**config.mk**
```make
export PLATFORM = sky130hd
export DESIGN_NAME = keypad_scan_ctrl
export DESIGN_NICKNAME = d
export VERILOG_FILES = /design/src/rtl/keypad_scan_ctrl.sv
export SDC_FILE = /design/constraint.sdc
export NUM_CORES = 1
export LEC_CHECK = 0
export BUFFER_PORTS_ARGS = -buffer_cell sky130_fd_sc_hd__buf_2
export CAP_MARGIN = 25
export CORE_MARGIN = 3
export CORE_UTILIZATION = 50
export CTS_BUF_LIST = sky130_fd_sc_hd__clkbuf_8
export DETAILED_ROUTE_END_ITERATION = 7
export PLACE_DENSITY = 0.77
export SLEW_MARGIN = 5
export SYNTH_ARGS = -nofsm -noshare
export SYNTH_HDL_FRONTEND = slang
export SYNTH_SLANG_ARGS = --single-unit
```
**constraint.sdc**
```tcl
create_clock -name clk -period 2.4 [get_ports clk]
set_input_delay 0.24 -clock clk [delete_from_list [all_inputs] [get_ports clk]]
set_output_delay 0.24 -clock clk [all_outputs]
set_load 0.01 [all_outputs]
```
**src/rtl/keypad_scan_ctrl.sv**
```systemverilog
// 4x4 matrix keypad scanner: active-low column drive, press/release debounce, one hex code per press.
// Optional `SCAN_SYNC_EN adds a 2-flop row synchronizer; when undefined, rows are used as-is.
module keypad_scan_ctrl #(
  parameter int unsigned SCAN_DIV   = 4,
  parameter int unsigned DEB_CYCLES = 8
) (
  input  logic       clk,
  input  logic       reset,
  input  logic [3:0] rows,
  output logic [3:0] cols,
  output logic [3:0] key_code,
  output logic       key_valid,
  output logic       key_held
);

  localparam int unsigned CNT_MAX = (SCAN_DIV > DEB_CYCLES) ? SCAN_DIV : DEB_CYCLES;
  localparam int unsigned CNT_W   = (CNT_MAX > 1) ? $clog2(CNT_MAX) : 1;
  localparam logic [CNT_W-1:0] SCAN_LAST = CNT_W'(SCAN_DIV - 1);
  localparam logic [CNT_W-1:0] DEB_LAST  = CNT_W'(DEB_CYCLES - 1);

  typedef enum logic [1:0] {
    ST_SCAN        = 2'd0,
    ST_DEB_PRESS   = 2'd1,
    ST_HELD        = 2'd2,
    ST_DEB_RELEASE = 2'd3
  } state_t;

  state_t           r_state;
  logic [1:0]       r_col_idx;
  logic [1:0]       r_row_idx;
  logic [CNT_W-1:0] r_cnt;
  logic [3:0]       r_key_code;
  logic             r_key_valid;
  logic             r_key_held;

  logic [3:0]       w_rows_s;
  logic             w_any_low;
  logic [1:0]       w_low_row;
  logic             w_row_level;
  logic [1:0]       w_col_next;
  logic [3:0]       w_code;

`ifdef SCAN_SYNC_EN
  logic [3:0] r_rows_meta;
  logic [3:0] r_rows_sync;

  // Rows are asynchronous to clk; idle (all high) out of reset.
  always_ff @(posedge clk) begin
    if (!reset) begin
      r_rows_meta <= 4'hF;
      r_rows_sync <= 4'hF;
    end else begin
      r_rows_meta <= rows;
      r_rows_sync <= r_rows_meta;
    end
  end

  assign w_rows_s = r_rows_sync;
`else
  assign w_rows_s = rows;
`endif

  assign w_any_low   = ~(&w_rows_s);
  assign w_row_level = w_rows_s[r_row_idx];
  assign w_col_next  = r_col_idx + 2'd1;

  // Lowest-index low row wins when several rows are pulled down.
  always_comb begin
    w_low_row = 2'd3;
    if (!w_rows_s[0])      w_low_row = 2'd0;
    else if (!w_rows_s[1]) w_low_row = 2'd1;
    else if (!w_rows_s[2]) w_low_row = 2'd2;
  end

  always_comb begin
    w_code = 4'h0;
    case ({r_row_idx, r_col_idx})
      4'b00_00: w_code = 4'h1;
      4'b00_01: w_code = 4'h2;
      4'b00_10: w_code = 4'h3;
      4'b00_11: w_code = 4'hA;
      4'b01_00: w_code = 4'h4;
      4'b01_01: w_code = 4'h5;
      4'b01_10: w_code = 4'h6;
      4'b01_11: w_code = 4'hB;
      4'b10_00: w_code = 4'h7;
      4'b10_01: w_code = 4'h8;
      4'b10_10: w_code = 4'h9;
      4'b10_11: w_code = 4'hC;
      4'b11_00: w_code = 4'hE;
      4'b11_01: w_code = 4'h0;
      4'b11_10: w_code = 4'hF;
      4'b11_11: w_code = 4'hD;
      default:  w_code = 4'h0;
    endcase
  end

  // The shared counter is the column dwell in SCAN and the debounce timer elsewhere.
  always_ff @(posedge clk) begin
    if (!reset) begin
      r_state     <= ST_SCAN;
      r_col_idx   <= 2'd0;
      r_row_idx   <= 2'd0;
      r_cnt       <= '0;
      r_key_code  <= 4'h0;
      r_key_valid <= 1'b0;
      r_key_held  <= 1'b0;
    end else begin
      r_key_valid <= 1'b0;
      case (r_state)
        ST_SCAN: begin
          if (r_cnt == SCAN_LAST) begin
            r_cnt <= '0;
            if (w_any_low) begin
              r_row_idx <= w_low_row;
              r_state   <= ST_DEB_PRESS;
            end else begin
              r_col_idx <= w_col_next;
            end
          end else begin
            r_cnt <= r_cnt + CNT_W'(1);
          end
        end
        ST_DEB_PRESS: begin
          if (r_cnt == DEB_LAST) begin
            r_cnt <= '0;
            if (!w_row_level) begin
              r_state     <= ST_HELD;
              r_key_code  <= w_code;
              r_key_valid <= 1'b1;
              r_key_held  <= 1'b1;
            end else begin
              r_state   <= ST_SCAN;
              r_col_idx <= w_col_next;
            end
          end else begin
            r_cnt <= r_cnt + CNT_W'(1);
          end
        end
        ST_HELD: begin
          if (w_row_level) begin
            r_state <= ST_DEB_RELEASE;
            r_cnt   <= '0;
          end
        end
        ST_DEB_RELEASE: begin
          if (r_cnt == DEB_LAST) begin
            r_cnt <= '0;
            if (w_row_level) begin
              r_state    <= ST_SCAN;
              r_col_idx  <= w_col_next;
              r_key_held <= 1'b0;
            end else begin
              r_state <= ST_HELD;
            end
          end else begin
            r_cnt <= r_cnt + CNT_W'(1);
          end
        end
        default: begin
          r_state    <= ST_SCAN;
          r_cnt      <= '0;
          r_key_held <= 1'b0;
        end
      endcase
    end
  end

  assign cols      = ~(4'b0001 << r_col_idx);
  assign key_code  = r_key_code;
  assign key_valid = r_key_valid;
  assign key_held  = r_key_held;

endmodule

```
== Word level (Yosys, flattened, before mapping) ==
Memories as Yosys holds them, arrays and structs flattened. A register that Yosys moved wholly into a read port is not among the register bits.
Cells that the tools add are included.

* Memory bits (read-only): 64
* Output and inout port bits: 10
* Memories: 1
* Flip-flop bits (word level): 11

{| class="wikitable"
|+ Memory list
! memory !! words !! bits a word !! rd ports !! clocked after memory_dff !! wr ports !! line !! source
|-
| (name not given) || 16 || 4 || 1 || 1 || 0 || 77 || <nowiki>case ({r_row_idx, r_col_idx})</nowiki>
|}

* Reductions and logical operators: 12
* Equal/unequal tests: 15
* $add $sub $neg: 2
* Mux-type cells: 26
* Shifts and indexed selects: 1
* Bitwise logic cells: 3
* Magnitude comparators: 1

{| class="wikitable"
|+ Operators with widths
! kind !! number
|-
| 2-bit two-way mux || 11
|-
| 2-bit != test (second input constant) || 8
|-
| 5-bit AND reduction || 2
|-
| 3-bit two-way mux || 3
|-
| 3-bit case mux with 3 select lines || 1
|-
| 3-bit AND reduction || 3
|-
| 4-bit AND reduction || 2
|-
| 1-bit two-way mux || 7
|-
| 2-bit case mux with 3 select lines || 1
|-
| 2-bit equality test (second input constant) || 2
|-
| 2-bit by 1-bit != test with 1-bit output (second input constant) || 2
|-
| 4-bit NOT || 1
|-
| 2-bit case mux with 2 select lines || 1
|-
| 2-bit nonzero test || 2
|-
| 1-bit by 2-bit << shifter with 4-bit output (first input constant) || 1
|-
| 3-bit by 1-bit adder with 3-bit output (second input constant) || 1
|-
| 3-bit by 2-bit equality test with 1-bit output (second input constant) || 1
|-
| 3-bit equality test (second input constant) || 1
|-
| 2-bit by 3-bit < comparator with 1-bit output (second input constant) || 1
|-
| 2-bit by 1-bit adder with 2-bit output (second input constant) || 1
|-
| 1-bit binary-select mux with 2-bit select || 1
|-
| 2-bit by 1-bit equality test with 1-bit output (second input constant) || 1
|-
| 2-bit zero test || 1
|-
| 1-bit NOT || 2
|-
| other kinds (3) || 3
|}

== Longest topological paths before layout ==
Gate-level depths: netlist of the first run.

* Depth after elaboration: 5
* Gate-level depth with buffers: 6

== Worst setup path after synthesis of the first run ==
OpenSTA, ideal clock, no wires.

* Path type: reg2reg
* From: reg r_row_idx[1]
* To: reg r_key_code[0], in the netlist key_code[0]
* Arrival time: 1.613 ns
* Cell stages (with the launch flop): 6
* Buffers on the path: 1
* Data required time: 2.284 ns
* Setup slack: 0.671 ns
* Library setup time: 0.116 ns
* Cells stage by stage: dfxtp_1 clkbuf_1 mux4_2 nor3_4 mux2i_1 nor2b_1

* Word-level cells in the longest chain between the ends: 4

{| class="wikitable"
|+ Ends and longest elaborated chain
! item !! line !! source
|-
| start, declared || 30 || <nowiki>logic [1:0] r_row_idx;</nowiki>
|-
| start signal, assigned || 115 || <nowiki>r_row_idx <= w_low_row;</nowiki>
|-
| 1-bit binary-select mux with 2-bit select || 64 || <nowiki>assign w_row_level = w_rows_s[r_row_idx];</nowiki>
|-
| 1-bit two-way mux (implied by the code) || 64 ||
|-
| 1-bit NOT (no line) || - ||
|-
| 3-bit AND reduction (no line) || - ||
|-
| end, declared || 32 || <nowiki>logic [3:0] r_key_code;</nowiki>
|}

Parallel ways exist; a longest one is shown, timed or not. The select of a mux whose other input is x is not followed.
A chain may end at the register's enable or synchronous reset.

== Final worst setup path of the first run ==
* From: reg r_row_idx[0]
* To: reg r_key_code[0], in the netlist key_code[0]

Same word-level chain as after synthesis.

==> results.py, run 1 <==
metrics = {
    "cells_and_area": {
        "area_growth_pct": 12.8,
        "antenna_cells": 0,
        "drive_gt1_frac": 0.212,
        "final_cells": 143,
        "fin_nets": 135,
    },
    "global_routing": {
        "grt_use_total": 0.154,
        "antenna_found_initial": 0,
        "grt_first_pass_wirelength_um": 2960,
        "overflow": 0,
        "grt_pass1_vias": 682,
        "grt_max_degree": 19,
    },
    "yosys": {
        "synth_warnings": 0,
        "synth_xor_area_frac": 0,
        "syn_inst": 105,
        "ys_ff_latch": 15,
        "synth_fp_nets": 121,
        "synth_commonest_cells": "15 x dfxtp_1, 15 x nand2_1, 11 x mux2i_1",
        "synth_cell_types": 33,
        "synth_largest_area_cell": "dfxtp_1",
        "yosysSeqAreaShare": 0.314,
        "synthSimpleGateAreaFrac": 0.185,
        "async_flop_share": 0,
        "synth_edf_count": 0,
        "synth_flop_cell": "dfxtp_1",
        "synth.area.top_cells": "dfxtp_1 31%, ha_1 13%, mux2i_1 12%",
        "synth_top_family_by_area": "simple AND/OR/NAND/NOR gates",
        "synth_fa_ha_area_frac": 0.131,
        "muxShareOfSynthArea": 0.178,
        "synth_top_area_share": 0.314,
        "syn_avg_cell_area_um2": 9.10,
        "synth_compound_area_frac": 0.122,
        "syn_area_um2": 956,
    },
    "clocking": {
        "clk_pin_slew_ns": 0.06,
        "ctsHtreeMaxLevel": 1,
        "cts_tree": "yes",
        "postCtsSetupBuffers": 0,
        "clock_latency_ns": 0.25,
        "clock-sinks": 15,
        "ctsHoldBuffers": 0,
        "clockBufferDepth": 2,
        "postCtsResizedCells": 0,
        "root_buffer": "clkbuf_8",
        "cts_buffers": 3,
    },
    "timing": {
        "tns_ns": 0,
        "slew_headroom": 0.684,
        "finalCritPeriodShare": 0.793,
        "rsz0062_at_grt": "no",
        "fmax_mhz": 525,
        "setup_violations": 0,
        "skew_ns": 0.00518,
        "finalHoldViolCount": 0,
        "worstMarginPinSlew_ns": 0.470,
        "setup_ws_ns": 0.496,
        "post-route-min-period_ns": 1.90,
        "drv_slew": 0,
    },
    "place": {
        "port_buffers": 15,
        "hpwlAfterDp_um": 1300,
        "pre_cts_slack_ns": 0.498,
        "numPlacedInstances": 139,
        "routabilityCongestion": 0.801,
    },
    "worst_setup_path": {
        "worstPathArrival_ns": 2.05,
        "cp_cell_sequence": "mux4_2, nor3_4, mux2i_1, nor2b_1",
        "crit_fanout": 9,
        "end_kind": "register",
        "cpPeakStageDelay_ns": 0.64,
        "crit_type": "register to register",
        "cp.required_ns": 2.54,
        "slowest_stage": "mux4_2",
        "worstSetupStartpointType": "register",
    },
    "power_and_ir_drop": {
        "vdd_drop_max_mv": 0.469,
        "p_leak_uw": 0.000489,
        "power.total_uw": 525,
        "p_per_area_mw_per_mm2": 487,
    },
    "flow_run": {
        "max-cap-violations": 0,
    },
    "status": {
        "status": "finished, final reports clean",
    },
    "floorplanning": {
        "ios": 16,
        "die_w_um": 49.7,
        "rows": 15,
        "core_area_mm2": 0.00176,
        "die_area_mm2": 0.00247,
        "die_h_um": 49.7,
        "start_util": 0.542,
    },
    "detailed_routing": {
        "wl_per_cell_um": 11.8,
        "drtPass1Iterations": 4,
        "drt-total-wl_um": 1690,
        "vias": 753,
        "postRouteAntennaNets": 0,
        "viasPerCell": 5.27,
        "drc": 0,
        "drt-initial-drc-count": 19,
    },
    "min_path": {
        "hold_path_class": "input port to register",
    },
}
[layout make-up]
class / instances / area [um2]
clock buffer: 3 / 41.3
inverter: 10 / 37.5
clock inverter: 1 / 5.00
tap: 25 / 31.3
sequential: 15 / 300
timing repair buffer: 15 / 75.1
fill: 165 / 686
multi-input combinational: 74 / 588
[final timing paths]
kind,startpoint,slack (ns),depth (start not counted),to
setup / recovery,r_row_idx[0],0.50,4,key_code[0]
setup reg to reg,r_row_idx[0],0.50,4,key_code[0]
hold reg to reg,r_cnt[1],0.48,2,r_cnt[1]
hold / removal,reset,0.36,3,r_state[0]
[placed cells by master (no fill, tap or decap), types with 2 or more instances in the layout]
| cell type | instances |
|---|---|
| a21oi_1 | 4 |
| and2_1 | 2 |
| nand2_1 | 15 |
| nor2_1 | 3 |
| dfxtp_1 | 15 |
| buf_2 | 15 |
| ha_1 | 10 |
| inv_1 | 10 |
| o21ai_0 | 3 |
| o211a_1 | 3 |
| nor2b_1 | 2 |
| a21boi_0 | 2 |
| mux2i_1 | 11 |
| clkbuf_8 | 3 |
[state kept, by name (all words and copies together), names as in the netlist, named ones only]
signal / count
key_valid: 1
key_code: 4
r_row_idx: 2
key_held: 1
r_state: 1
r_cnt: 3
r_col_idx: 2
[metrics by stage]
| stage | cell area (um2) | utilization | hold slack, ns |
|---|---|---|---|
| CTS | 1080 | 0.611 | 0.353 |
| floorplan | 956 | - | 0.450 |
| finish | 1080 | 0.611 | 0.358 |
| global route | 1080 | 0.611 | 0.392 |
| global placement | 1030 | 0.585 | 0.455 |
| detailed placement | 1030 | 0.585 | 0.473 |
[per-layer routing]
layer | part of all wire | global-route usage | vias to the layer above
met5 | 0 | 0 | -
met4 | 0.017 | 0.0553 | 0
met3 | 0.048 | 0.0483 | 5
met2 | 0.50 | 0.256 | 14
met1 | 0.44 | 0.186 | 349
li1 | - | - | 385
[power by group]
group	switching [uW]	internal (uW)
combinational	26.3	25.8
clock	91.7	115
sequential	8.93	257
total	127	398
[worst max-delay path: cells and delay by family, from the launching register on]
family / cells / cell delay, ns
AND/OR/NAND/NOR: 2 / 0.41
flip-flops: 1 / 0.53
multiplexers: 2 / 0.86
[logic make-up (layout without fill, tap and decap cells)]
family	count (synthesis)	count (layout)
AO/OA/AOI/OAI	17	17
adder cells (fa/ha/maj)	10	10
buffers and inverters	16	29
flip-flops	15	15
multiplexers	14	14
AND/OR/NAND/NOR	33	33
Note: power is estimated with default switching activity, not from simulation.
==> inputs of run 2 (changes only) <==
==> constraint.sdc (replaced) <==
create_clock -name clk -period 1.9 [get_ports clk]
set_input_delay 0.19 -clock clk [delete_from_list [all_inputs] [get_ports clk]]
set_output_delay 0.19 -clock clk [all_outputs]
set_load 0.01 [all_outputs]
==> results.py, run 2 (synthesized netlist as in run 1, its figures left out) <==
metrics = {
    "clocking": {
        "cts_tree": "yes",
        "ctsHtreeMaxLevel": 1,
        "clk_pin_slew_ns": 0.06,
        "clockBufferDepth": 2,
        "ctsHoldBuffers": 0,
        "postCtsResizedCells": 0,
        "root_buffer": "clkbuf_8",
        "clock-sinks": 15,
        "postCtsSetupBuffers": 0,
        "cts_buffers": 3,
        "clock_latency_ns": 0.24,
    },
    "worst_setup_path": {
        "cp_cell_sequence": "mux4_2, nor3_4, mux2i_1, nor2b_1",
        "r2r-end": "key_code[0]",
        "end_kind": "register",
        "worstPathArrival_ns": 1.85,
        "worstReg2RegStart": "r_row_idx[0]",
        "cp.required_ns": 2.03,
        "slowest_stage": "mux4_2",
        "crit_type": "register to register",
        "rr_worst_depth": 4,
        "crit_fanout": 9,
        "worstSetupStartpointType": "register",
        "r2r_slack_ns": 0.18,
        "cpPeakStageDelay_ns": 0.60,
    },
    "cells_and_area": {
        "stdcell_area_mm2": 0.00110,
        "drive_gt1_frac": 0.225,
        "antenna_cells": 0,
        "fin_nets": 137,
        "final_cell_mix": "15 x nand2_1, 15 x dfxtp_1, 15 x buf_2",
        "largest_reg_flops": 4,
        "area_growth_pct": 14.9,
    },
    "place": {
        "hpwlAfterDp_um": 1330,
        "port_buffers": 15,
        "place_area_mm2": 0.00105,
        "routabilityCongestion": 0.820,
    },
    "timing": {
        "slew_headroom": 0.765,
        "skew_ns": 0.00160,
        "rsz0062_at_grt": "no",
        "finalHoldViolCount": 0,
        "setup_violations": 0,
        "post-route-min-period_ns": 1.72,
        "finalCritPeriodShare": 0.907,
        "worstMarginPinSlew_ns": 0.351,
        "tns_ns": 0,
        "fmax_mhz": 580,
        "drv_slew": 0,
    },
    "global_routing": {
        "antenna_found_initial": 0,
        "overflow": 0,
        "grt_pass1_vias": 650,
        "grt_first_pass_wirelength_um": 2700,
        "grt_use_total": 0.138,
        "grt_max_degree": 19,
    },
    "min_path": {
        "hold_path_class": "input port to register",
        "hold_end": "r_state[0]",
        "whs_path_depth": 3,
        "worstHoldStart": "reset",
    },
    "floorplanning": {
        "start_util": 0.542,
        "die_area_mm2": 0.00247,
        "die_h_um": 49.7,
        "ios": 16,
        "die_w_um": 49.7,
        "core_area_mm2": 0.00176,
        "rows": 15,
    },
    "detailed_routing": {
        "vias": 738,
        "drt-total-wl_um": 1740,
        "wl_per_cell_um": 12.0,
        "drt-initial-drc-count": 11,
        "drtPass1Iterations": 4,
        "viasPerCell": 5.09,
        "drc": 0,
        "postRouteAntennaNets": 0,
    },
    "power_and_ir_drop": {
        "power.total_uw": 647,
        "p_leak_uw": 0.000502,
        "vdd_drop_max_mv": 0.451,
        "p_per_area_mw_per_mm2": 589,
    },
    "flow_run": {
        "max-cap-violations": 0,
    },
    "status": {
        "status": "finished, final reports clean",
    },
}
==> run 2: cell count changes in the layout (fill, tap and decap cells not counted) <==
cell,delta
a311oi_2,+1
buf_4,+2
a311oi_1,-1
clkinv_2,-1
inv_1,+1
==> run 2: where the power goes <==
group	total [uW]	switching (uW)	internal (uW)
logic	70.5	36.6	33.9
registers	334	9.20	325
clock network	242	99.8	142
total	647	146	501
==> run 2: how the worst max path moves through the flow <==
| stage | cells after the start | slack (ns) | from | endpoint |
|---|---|---|---|---|
| floorplan | 5 | 0.17 | r_row_idx[1] | key_code[0] |
| global placement | 6 | 0.21 | r_cnt[0] | r_col_idx[1] |
| detailed placement | 6 | 0.16 | r_cnt[0] | r_col_idx[0] |
| CTS | 6 | 0.14 | r_cnt[0] | r_col_idx[0] |
| global route | 6 | 0.09 | r_cnt[0] | r_col_idx[1] |
| finish | 4 | 0.18 | r_row_idx[0] | key_code[0] |
==> run 2: layout make-up <==
| class | count | area, um2 |
|---|---|---|
| clock buffers | 3 | 41.3 |
| clock inverters | 1 | 3.75 |
| fillers | 156 | 666 |
| inverters | 10 | 37.5 |
| multi-input cells | 74 | 594 |
| flip-flops and latches | 15 | 300 |
| well taps | 25 | 31.3 |
| repair buffers | 17 | 90.1 |
==> run 2: critical path: cells and delay by family (launching register included) <==
kind / cells / cell delay, ns
muxes: 2 / 0.83
and+or+nand+nor: 2 / 0.42
DFF: 1 / 0.37
==> run 2: per-layer routing <==
metal  share of wire  track usage  vias to the layer above
met4          0.0058       0.0415                        0
met1            0.45        0.145                      339
met3           0.024       0.0272                        2
li1                -            -                      388
met2            0.52        0.269                        9
met5               0            0                        -
==> run 2: through the flow <==
| stage | worst slack [ns] | std cells | utilization | hold slack, ns |
|---|---|---|---|---|
| after floorplan | 0.171 | 105 | - | 0.416 |
| after global routing | 0.0889 | 145 | 0.623 | 0.351 |
| after CTS | 0.137 | 145 | 0.619 | 0.325 |
| after detailed placement | 0.157 | 141 | 0.594 | 0.472 |
| final | 0.176 | 145 | 0.623 | 0.316 |
| after global placement | 0.211 | 141 | 0.594 | 0.460 |
==> inputs of run 3 (changes only) <==
--- a/config.mk
+++ b/config.mk
@@ -7,6 +7,7 @@
 export LEC_CHECK = 0
 export BUFFER_PORTS_ARGS = -buffer_cell sky130_fd_sc_hd__buf_2
 export CAP_MARGIN = 25
+export CORE_ASPECT_RATIO = 1.25
 export CORE_MARGIN = 3
 export CORE_UTILIZATION = 50
 export CTS_BUF_LIST = sky130_fd_sc_hd__clkbuf_8
==> results.py, run 3 (synthesized netlist as in run 1, its figures left out) <==
metrics = {
    "cells_and_area": {
        "antenna_cells": 0,
        "area_growth_pct": 14.4,
        "drive_gt1_frac": 0.231,
        "fin_nets": 138,
        "fill_cells": 165,
        "largest_reg_flops": 4,
        "final_cells": 140,
        "final_cell_mix": "15 x nand2_1, 15 x dfxtp_1, 15 x buf_2",
    },
    "timing": {
        "worstMarginPinSlew_ns": 0.443,
        "skew_ns": 0.00679,
        "finalHoldViolCount": 0,
        "drv_slew": 0,
        "hold_slack_ns": 0.317,
        "fmax_mhz": 586,
        "slew_headroom": 0.703,
        "finalCritPeriodShare": 0.898,
        "post-route-min-period_ns": 1.71,
        "setup_violations": 0,
        "rsz0062_at_grt": "no",
        "tns_ns": 0,
    },
    "clocking": {
        "root_buffer": "clkbuf_8",
        "clock-sinks": 15,
        "ctsHoldBuffers": 0,
        "cts_buffers": 3,
        "cts_tree": "yes",
        "clockBufferDepth": 2,
        "postCtsSetupBuffers": 0,
        "clk_pin_slew_ns": 0.07,
        "postCtsResizedCells": 0,
        "clock_latency_ns": 0.25,
        "ctsHtreeMaxLevel": 1,
    },
    "worst_setup_path": {
        "end_kind": "register",
        "worstPathArrival_ns": 1.89,
        "cpPeakStageDelay_ns": 0.42,
        "slowest_stage": "a311oi_1",
        "worstSetupStartpointType": "register",
        "critPathTopFamily": "adder cells",
        "r2r-end": "r_col_idx[0]",
        "cp.required_ns": 2.08,
        "cp_cell_sequence": "ha_1, ha_1, nand2_1, nor3_1, a311oi_1, mux2i_1",
        "cpMostUsedCell": "ha_1",
        "cp-startpoint": "r_cnt[0]",
        "crit_fanout": 5,
        "rr_worst_depth": 6,
        "crit_buf_inv": 0,
        "r2r_slack_ns": 0.19,
        "crit_type": "register to register",
        "worstReg2RegStart": "r_cnt[0]",
    },
    "floorplanning": {
        "ios": 16,
        "core_area_mm2": 0.00179,
        "rows": 17,
        "die_w_um": 45.1,
        "die_h_um": 54.9,
        "die_area_mm2": 0.00248,
        "start_util": 0.535,
    },
    "global_routing": {
        "grt_pass1_vias": 668,
        "grt_use_total": 0.165,
        "grt_first_pass_wirelength_um": 2900,
        "antenna_found_initial": 0,
        "grt_max_degree": 19,
        "overflow": 0,
    },
    "detailed_routing": {
        "drtPass1Iterations": 4,
        "wl_per_cell_um": 12.9,
        "drc": 0,
        "drt-initial-drc-count": 7,
        "drt-total-wl_um": 1800,
        "viasPerCell": 5.46,
        "vias": 764,
        "postRouteAntennaNets": 0,
    },
    "place": {
        "numPlacedInstances": 136,
        "hpwlAfterDp_um": 1380,
        "port_buffers": 15,
        "routabilityCongestion": 0.765,
    },
    "power_and_ir_drop": {
        "vdd_drop_max_mv": 0.374,
        "power.total_uw": 667,
        "p_per_area_mw_per_mm2": 610,
        "p_leak_uw": 0.000505,
    },
    "flow_run": {
        "max-cap-violations": 0,
    },
    "min_path": {
        "worstHoldStart": "reset",
        "whs_path_depth": 2,
        "hold_end": "key_code[3]",
        "hold_path_class": "input port to register",
    },
    "status": {
        "status": "finished, final reports clean",
    },
}
-- run 3: cell types whose count changed in the layout (fill, tap and decap cells not counted), sizes merged --
cell and change:
clkinv +1, inv -1, buf +1
-- run 3: layout make-up --
type / instances / area [um2] / share of cell area
clock inverters: 1 / 5.00 / 0.00458
clock buffers: 3 / 41.3 / 0.0378
flip-flops and latches: 15 / 300 / 0.275
repair buffers: 18 / 97.6 / 0.0892
well taps: 19 / 23.8 / 0.0217
inverters: 10 / 37.5 / 0.0343
multi-input cells: 74 / 588 / 0.538
-- run 3: routing by layer --
metal,global-route usage,part of all wire
met5,0,0
met4,0.0878,0.018
met3,0.0395,0.022
met2,0.267,0.52
met1,0.201,0.44
-- run 3: worst max-delay path by stage --
stage	endpoint	slack, ns	cells past startpoint
3_5_place_dp	r_col_idx[0]	0.19	6
3_3_place_gp	r_col_idx[1]	0.23	6
5_1_grt	r_col_idx[0]	0.09	6
4_1_cts	r_col_idx[0]	0.18	6
6_report	r_col_idx[0]	0.19	6
2_1_floorplan	key_code[0]	0.17	5
-- run 3: power breakdown --
| group | internal, uW | leakage (uW) | switching [uW] |
|---|---|---|---|
| clock network | 145 | 0.0000255 | 118 |
| registers | 325 | 0.000121 | 9.33 |
| logic | 33.5 | 0.000358 | 36.1 |
-- run 3: stage by stage --
| stage | instance area [um2] | utilization | setup WS (ns) |
|---|---|---|---|
| 5_1_grt | 1090 | 0.612 | 0.0911 |
| 3_5_place_dp | 1050 | 0.586 | 0.193 |
| 2_1_floorplan | 956 | - | 0.171 |
| 3_3_place_gp | 1050 | 0.586 | 0.232 |
| 4_1_cts | 1090 | 0.612 | 0.178 |
| 6_report | 1090 | 0.612 | 0.193 |
